`src/rtl/if_fetch_unit.sv`:
```
// Instruction-fetch stage: owns the PC, fetches words over req/ready, feeds the IF/ID register.
// Latency: with zero-wait memory, a request in cycle N is buffered at N+1 and loaded into IF/ID at the end of N+1.
// Backpressure: stall holds IF/ID and blocks new fetches while the single-entry buffer is full; requests hold until ready.
module if_fetch_unit #(
    parameter int                ADDR_W   = 32,
    parameter logic [ADDR_W-1:0] RESET_PC = '0
) (
    input  logic              clk,
    input  logic              rst,
    input  logic              stall,
    input  logic              redirect,
    input  logic [ADDR_W-1:0] redirect_pc,
    output logic              imem_req,
    output logic [ADDR_W-1:0] imem_addr,
    input  logic              imem_ready,
    input  logic [31:0]       imem_rdata,
    output logic [31:0]       IF_ID_pc_plus4_in,
    output logic [31:0]       IF_ID_inst_in,
    output logic              IF_ID_write,
    output logic              flush
);

    typedef enum logic [1:0] {
        S_IDLE = 2'd0,  // no request outstanding; new fetch comes from r_pc
        S_PEND = 2'd1,  // request to r_req_addr outstanding, data wanted
        S_DROP = 2'd2   // request to r_req_addr outstanding, data squashed by a redirect
    } state_t;

    state_t              r_state;
    logic [ADDR_W-1:0]   r_pc;
    logic [ADDR_W-1:0]   r_req_addr;
    logic [31:0]         r_buf_inst;
    logic [ADDR_W-1:0]   r_buf_pc4;
    logic                r_buf_valid;

    logic                w_consume;
    logic                w_idle_req;
    logic                w_req;
    logic [ADDR_W-1:0]   w_pc_plus4;
    logic [ADDR_W-1:0]   w_req_plus4;

    // IF/ID takes the buffered instruction only when neither held nor squashed.
    assign w_consume   = r_buf_valid & ~stall & ~redirect;
    // From IDLE a fetch starts whenever the buffer will have room at the clock edge.
    assign w_idle_req  = ~redirect & (~r_buf_valid | w_consume);
    assign w_req       = (r_state != S_IDLE) | w_idle_req;
    // Address arithmetic wraps naturally at ADDR_W bits.
    assign w_pc_plus4  = r_pc + ADDR_W'(4);
    assign w_req_plus4 = r_req_addr + ADDR_W'(4);

    // Reset is folded in combinationally so the outputs reach their reset values without a clock.
    assign imem_req    = rst & w_req;
    assign imem_addr   = (r_state == S_IDLE) ? r_pc : r_req_addr;
    assign IF_ID_write = rst & w_consume;
    // A redirect flushes even under stall; flush always dominates the write.
    assign flush       = ~rst | redirect | (~r_buf_valid & ~stall);
    assign IF_ID_inst_in = r_buf_inst;

    generate
        if (ADDR_W >= 32) begin : g_pc4_trunc
            assign IF_ID_pc_plus4_in = r_buf_pc4[31:0];
        end else begin : g_pc4_ext
            assign IF_ID_pc_plus4_in = {{(32 - ADDR_W){1'b0}}, r_buf_pc4};
        end
    endgenerate

    // Fetch state machine: PC, outstanding request tracking and the one-entry instruction buffer.
    always_ff @(posedge clk or negedge rst) begin
        if (!rst) begin
            r_state     <= S_IDLE;
            r_pc        <= RESET_PC;
            r_req_addr  <= '0;
            r_buf_inst  <= '0;
            r_buf_pc4   <= '0;
            r_buf_valid <= 1'b0;
        end else if (redirect) begin
            // Redirect wins over everything: retarget, drop the buffer, and squash
            // any outstanding request by waiting out its ready in DROP.
            r_pc        <= redirect_pc;
            r_buf_valid <= 1'b0;
            if ((r_state != S_IDLE) && !imem_ready) begin
                r_state <= S_DROP;
            end else begin
                r_state <= S_IDLE;
            end
        end else begin
            unique case (r_state)
                S_IDLE: begin
                    if (w_idle_req && imem_ready) begin
                        r_buf_inst  <= imem_rdata;
                        r_buf_pc4   <= w_pc_plus4;
                        r_buf_valid <= 1'b1;
                        r_pc        <= w_pc_plus4;
                    end else begin
                        r_buf_valid <= r_buf_valid & ~w_consume;
                        if (w_idle_req) begin
                            r_req_addr <= r_pc;
                            r_state    <= S_PEND;
                        end
                    end
                end
                S_PEND: begin
                    if (imem_ready) begin
                        r_buf_inst  <= imem_rdata;
                        r_buf_pc4   <= w_req_plus4;
                        r_buf_valid <= 1'b1;
                        r_pc        <= w_req_plus4;
                        r_state     <= S_IDLE;
                    end else begin
                        r_buf_valid <= r_buf_valid & ~w_consume;
                    end
                end
                S_DROP: begin
                    // r_pc already holds the redirect target; just retire the stale request.
                    if (imem_ready) begin
                        r_state <= S_IDLE;
                    end
                end
                default: begin
                    r_state <= S_IDLE;
                end
            endcase
        end
    end

endmodule

```
`config.mk`:
```
export PLATFORM = sky130hd
export DESIGN_NAME = if_fetch_unit
export DESIGN_NICKNAME = d
export VERILOG_FILES = /design/src/rtl/if_fetch_unit.sv
export SDC_FILE = /design/constraint.sdc
export NUM_CORES = 1
export LEC_CHECK = 0
export ABC_CLOCK_PERIOD_IN_PS = 6950
export CORE_MARGIN = 4
export CORE_UTILIZATION = 45
export CTS_BUF_LIST = sky130_fd_sc_hd__clkbuf_8
export DETAILED_ROUTE_END_ITERATION = 10
export GPL_TIMING_DRIVEN = 1
export HOLD_SLACK_MARGIN = 0.15
export PLACE_DENSITY_LB_ADDON = 0.12
export SETUP_SLACK_MARGIN = 0.4
export SYNTH_ARGS = -nofsm -noshare
export SYNTH_HDL_FRONTEND = slang
export SYNTH_SLANG_ARGS = --single-unit
```
`constraint.sdc`:
```
create_clock -name clk -period 6.95 [get_ports clk]
set_input_delay 1.39 -clock clk [delete_from_list [all_inputs] [get_ports clk]]
set_output_delay 1.39 -clock clk [all_outputs]
set_load 0.005 [all_outputs]
```
* Word level (Yosys, flattened, before mapping)
Index checks and enable logic that the tools add are counted.
** Storage, ports and cells
- Logic and storage cells :: 64
- Bits in registers :: 131
- Output and inout bits :: 99
- Bits of input ports :: 69
** Cells by class
- Equal/unequal tests :: 9
- Bitwise gates (word level) :: 17
- Reduce and logical (&&, ||, !) cells :: 12
- Add/sub/neg operators :: 2
- Multiplexer cells :: 18
** Operator list (number)
- 2-to-1 mux 32 bit :: 6
- case mux 32 bit (2 select lines) :: 2
- adder 32 x 3 -> 32 bit (second input constant) :: 2
- 2-to-1 mux 2 bit :: 5
- inequality test 3 bit (second input constant) :: 3
- AND reduction 4 bit :: 2
- AND 1 bit :: 7
- NOT 1 bit :: 6
- AND reduction 3 bit :: 2
- bitwise OR 1 bit :: 4
- case mux 2 bit (2 select lines) :: 1
- nonzero test 2 bit :: 2
- 2-to-1 mux 1 bit :: 3
- inequality test 3 x 1 -> 1 bit (second input constant) :: 1
- inequality test 3 x 2 -> 1 bit (second input constant) :: 1
- nonzero test 3 bit :: 1
- equality test 2 x 1 -> 1 bit (second input constant) :: 1
- equality test 2 bit (second input constant) :: 1
- logical AND 1 bit :: 2
- logical NOT 2 bit :: 1
- inequality test 2 x 1 -> 1 bit (second input constant) :: 1
- inequality test 2 bit (second input constant) :: 1
- case mux 1 bit (2 select lines) :: 1
- OR reduction 2 bit :: 1
- logical NOT 1 bit :: 1

* Logic depth before layout (Yosys ltp)
- Depth after elaboration :: 9
- Depth in mapped cells :: 15
- Depth with buffers taken out :: 9

* Worst setup path before layout
Ideal clock, no wire load.
- Path type :: reg2reg
- Start point :: register r_state[1]
- End point :: register r_pc[22]
- Data required time :: 6.808 ns
- Path buffers :: 6
- Stages on the path, launching flop included :: 16
- Setup time :: 0.142 ns
- Arrival time :: 3.356 ns
- Slack :: 3.452 ns
- Clock period less this slack :: 3.498 ns
- Path through :: dfrtp_1 > inv_1 > ha_1 > buf_6 > buf_2 > buf_2 > buf_2 > buf_1 > mux2_2 > ha_1 > clkbuf_1 > and2_1 > nand4_1 > nor4_1 > xor2_1 > o221ai_1
** On the way
- Cells in the longest elaborated chain, start to end :: 3
- Elaborated cells between the ends (all ways) :: 8
- Classes of those cells :: eq/ne: 3; mux: 2; reduce/logical: 3
** Ends and longest elaborated chain
- start: declaration :: line 29 : state_t r_state;
- start signal: assignment :: line 70 : r_state <= S_IDLE;
- start signal: assignment :: line 82 : r_state <= S_DROP;
- start signal: assignment :: line 84 : r_state <= S_IDLE;
- equality test 2 x 1 -> 1 bit / logical NOT 2 bit (equally long branches) :: line 87 : unique case (r_state)
- inequality test 3 bit (no source line), or another cell as far along
- AND reduction 3 bit (no source line) / 2-to-1 mux 32 bit (equally long branches)
- end signal: assignment :: line 79 : r_pc <= redirect_pc;
- end signal: assignment :: line 93 : r_pc <= w_pc_plus4;
- end signal: assignment :: line 107 : r_pc <= w_req_plus4;
- end: declaration :: line 30 : logic [ADDR_W-1:0] r_pc;
Parallel ways exist; a longest one is shown, timed or not.
A chain may end at the register's enable or synchronous reset.

* Worst setup path after layout
- Start point :: input port redirect
- End point :: output port flush
** On the way
- Cells in the longest elaborated chain, start to end :: 2
** Ends and longest elaborated chain
- start: declaration :: line 11 : input logic redirect,
- bitwise OR 1 bit (2 in series) :: line 56 : assign flush = ~rst | redirect | (~r_buf_valid & ~stall);
- end: declaration :: line 20 : output logic flush
Every way passes these cells.

==> results.md <==
- Post-CTS Setup Repair Bufs: 0
- Clk_skew: 0.00963 ns
- Crit path launch: redirect
- Post-synthesis register bit count: 131
- Final hold violations: 0
- Top cells by area, synth: dfrtp_1 (48%), mux2_2 (12%), nand2_1 (10%), mux2i_1 (3.2%), o21ai_0 (2.7%)
- Slew Viols, Final: 0
- Hold Crit Endpoint: IF_ID_inst_in[13]
- Max-slew headroom: 28.3%
- DP HPWL: 12300 um
- Worst r2r path cells: 8
- Die width: 131 um
- RD Place Congestion: 0.886
- Syn_nets: 775
- Via count: 5724
- Syn avg cell area: 9.71 um2
- Pre-CTS setup slack: 2.32 ns
- FFs w/ async S/R, synth: 100%
- Placed cell area: 8580 um2
- Fin nets: 920
- Setup TNS: 0 ns
- Total I/O pin count: 168
- Worst-case clock buffer depth: 2
- EDFF count, synth: 0
- GRT Overall Usage: 21.8%
- CP top delay family: buffers and inverters
- Design Area, Final: 8980 um2
- Worst-path clk slew: 0.07 ns
- Synthesis Warnings: 0
- CP Class: input pin to output port
- Sink Count: 131
- Antenna fix cells: 0
- Latest clock arrival within the worst-skew pair: 0.44 ns
- Hold path startpoint: IF_ID_inst_in[13]
- Drt initial violations: 313
- Worst Setup Start Kind: input pin
- Post-Synth XOR/XNOR Area: 3.59%
- Leak: 3.91 nW
- # fillers: 1236
- Largest net degree at the start of global routing: 105
- IO Port Bufs: 167
- Num CTS Buffers: 17
- Die Y: 131 um
- Critical Path AT: 3.24 ns
- Hold slack: 0.475 ns
- Top cell type's share of synthesized area: 48.0%
- Area grow syn2layout: 31.6%
- Initial antenna violation count: 1
- Period utilisation layout: 66.7%
- First-pass iteration count of the detailed router: 7
- FMAX: 216 MHz
- CTS tree: done
- Worst hold stages: 2
- Core area: 14700 um2
- Min cycle time layout: 4.63 ns
- Commonest non-fill, non-tap cells in the layout: nand2_1 (188), clkdlybuf4s50_1 (165), dfrtp_1 (131), mux2_2 (72), o21ai_0 (37)
- Vias in the first global route: 5910
- WL/cell: 17.6 um
- Total gr overflow: 0
- Hold_buf cts: 0
- Slowest CP cell: clkdlybuf4s50_1
- Status: finished clean
- WP buf/inv: 4
- HP Class: flip-flop to flip-flop
- CTS Root Cell: clkbuf_8
- Final setup fails: 0
- CP Max Fanout: 62
- Synthesized area: 6820 um2
- Synth Area in Compound Gates: 10.5%
- Worst Path Required: 5.56 ns
- Max incr delay on CP: 0.53 ns
- Register area share after synthesis: 48.0%
- Layout cell share with drive strength beyond 1: 13.8%
- Post-Synthesis Cells: 703
- Post-synthesis mux area share: 15.1%
- VDD IR max: 135 uV
- R2r setup slk: 3.06 ns
- Drt total wl: 18400 um
- Most common cell after layout, fill and taps aside: nand2_1
- # resized after CTS: 0
- Site row count: 44
- Setup ws final: 2.32 ns
- Largest family of logic cells by synthesized area: simple AND/OR/NAND/NOR gates
- DRC Markers: 0
- Die area: 17200 um2
- Simple-gate share of the synthesized area: 18.8%
- RR Startpoint: r_state[1]
- RSZ-0062 raised after global routing: no
- PwrDens: 331 nW/um2
- Max H-tree Level: 4
- Critical Path, Cell by Cell: buf_2, buf_4, inv_1, o211ai_1, clkdlybuf4s50_1
- Antenna Nets Post-Route: 0
- Reg2reg end: r_pc[6]
- Global-route wire length before repair: 30600 um
- Utilization after layout: 61.1%
- Max-capacitance violation count: 0
- Initial Utilization: 46.4%
- Vias per Instance: 5.48
- Synth unique cells: 48
- Area leader, netlist: dfrtp_1
- Pin slew with the least headroom to its limit: 1.08 ns
- Adder-Cell Fraction of Synth Area: 0.550%
- Main synth FF type: dfrtp_1
- CP Capture Type: output port
==> power breakdown <==
group / internal [W] / switching, W / total (W) / leakage (nW)
sequential: 0.00101 / 0.000216 / 0.00123 / 1.62
clock: 0.000351 / 0.000294 / 0.000645 / 0.206
combinational: 0.000657 / 0.000440 / 0.00110 / 2.08
==> worst reg2reg max path, delay by kind of cell (launching register included) <==
kind	cells	cell delay [ns]
AO/OA/AOI/OAI	2	0.67
adder cells (fa/ha/maj)	1	0.42
buffers and inverters	2	0.76
flip-flops	1	0.37
multiplexers	1	0.19
AND/OR/NAND/NOR	2	1.42
==> per-stage QoR <==
step / instances / power (W)
2_1_floorplan: 703 / 0.00172
3_3_place_gp: 1013 / 0.00231
3_5_place_dp: 1013 / 0.00234
4_1_cts: 1045 / 0.00300
5_1_grt: 1045 / 0.00317
6_report: 1045 / 0.00297
==> registers in the layout, indices dropped and copies added (netlist names) <==
name               count
r_pc                  32
r_req_addr            32
r_state                2
IF_ID_pc_plus4_in     32
IF_ID_inst_in         32
r_buf_valid            1
==> per-layer routing <==
layer  up-vias  routed length (um)  GRT usage, %
li1       2732                   -             -
met1      2781                8000          27.9
met2       182                8830          35.3
met3        27                1270          6.77
met4         2                 325          7.29
met5         -                  13             0
==> area by class of cell <==
type	count	area, um2	area share [%]
multi-input cells	518	3330	37.1
flip-flops and latches	131	3280	36.5
repair buffers	173	1710	19.1
clock buffers	21	289	3.22
well taps	184	230	2.56
clock inverters	11	110	1.23
inverters	7	26.3	0.293
==> cells by family after synthesis <==
kind of cell / count (synthesis)
simple gates: 285
flops: 131
compound gates: 108
mux: 94
buf+inv: 54
xor+xnor: 28
fa+ha+maj: 3
==> synth_stat cells, types with 9 or more instances <==
| cell | count |
|---|---|
| dfrtp_1 | 131 |
| nor2_1 | 17 |
| o221ai_1 | 12 |
| clkbuf_1 | 30 |
| buf_2 | 11 |
| mux2i_1 | 22 |
| nand2_1 | 189 |
| o21ai_0 | 37 |
| nand3_1 | 26 |
| xor2_1 | 14 |
| mux2_2 | 72 |
| nand3b_1 | 9 |
| xnor2_1 | 14 |
| a21oi_1 | 16 |
==> worst max path at each step <==
stage,cells past startpoint,slack (ns),to
floorplan,15,3.45,r_pc[22]
global placement,5,2.34,flush
detailed placement,5,2.32,flush
CTS,5,2.30,flush
global route,5,2.20,flush
finish,5,2.32,flush
(Power assumes the default switching activity.)
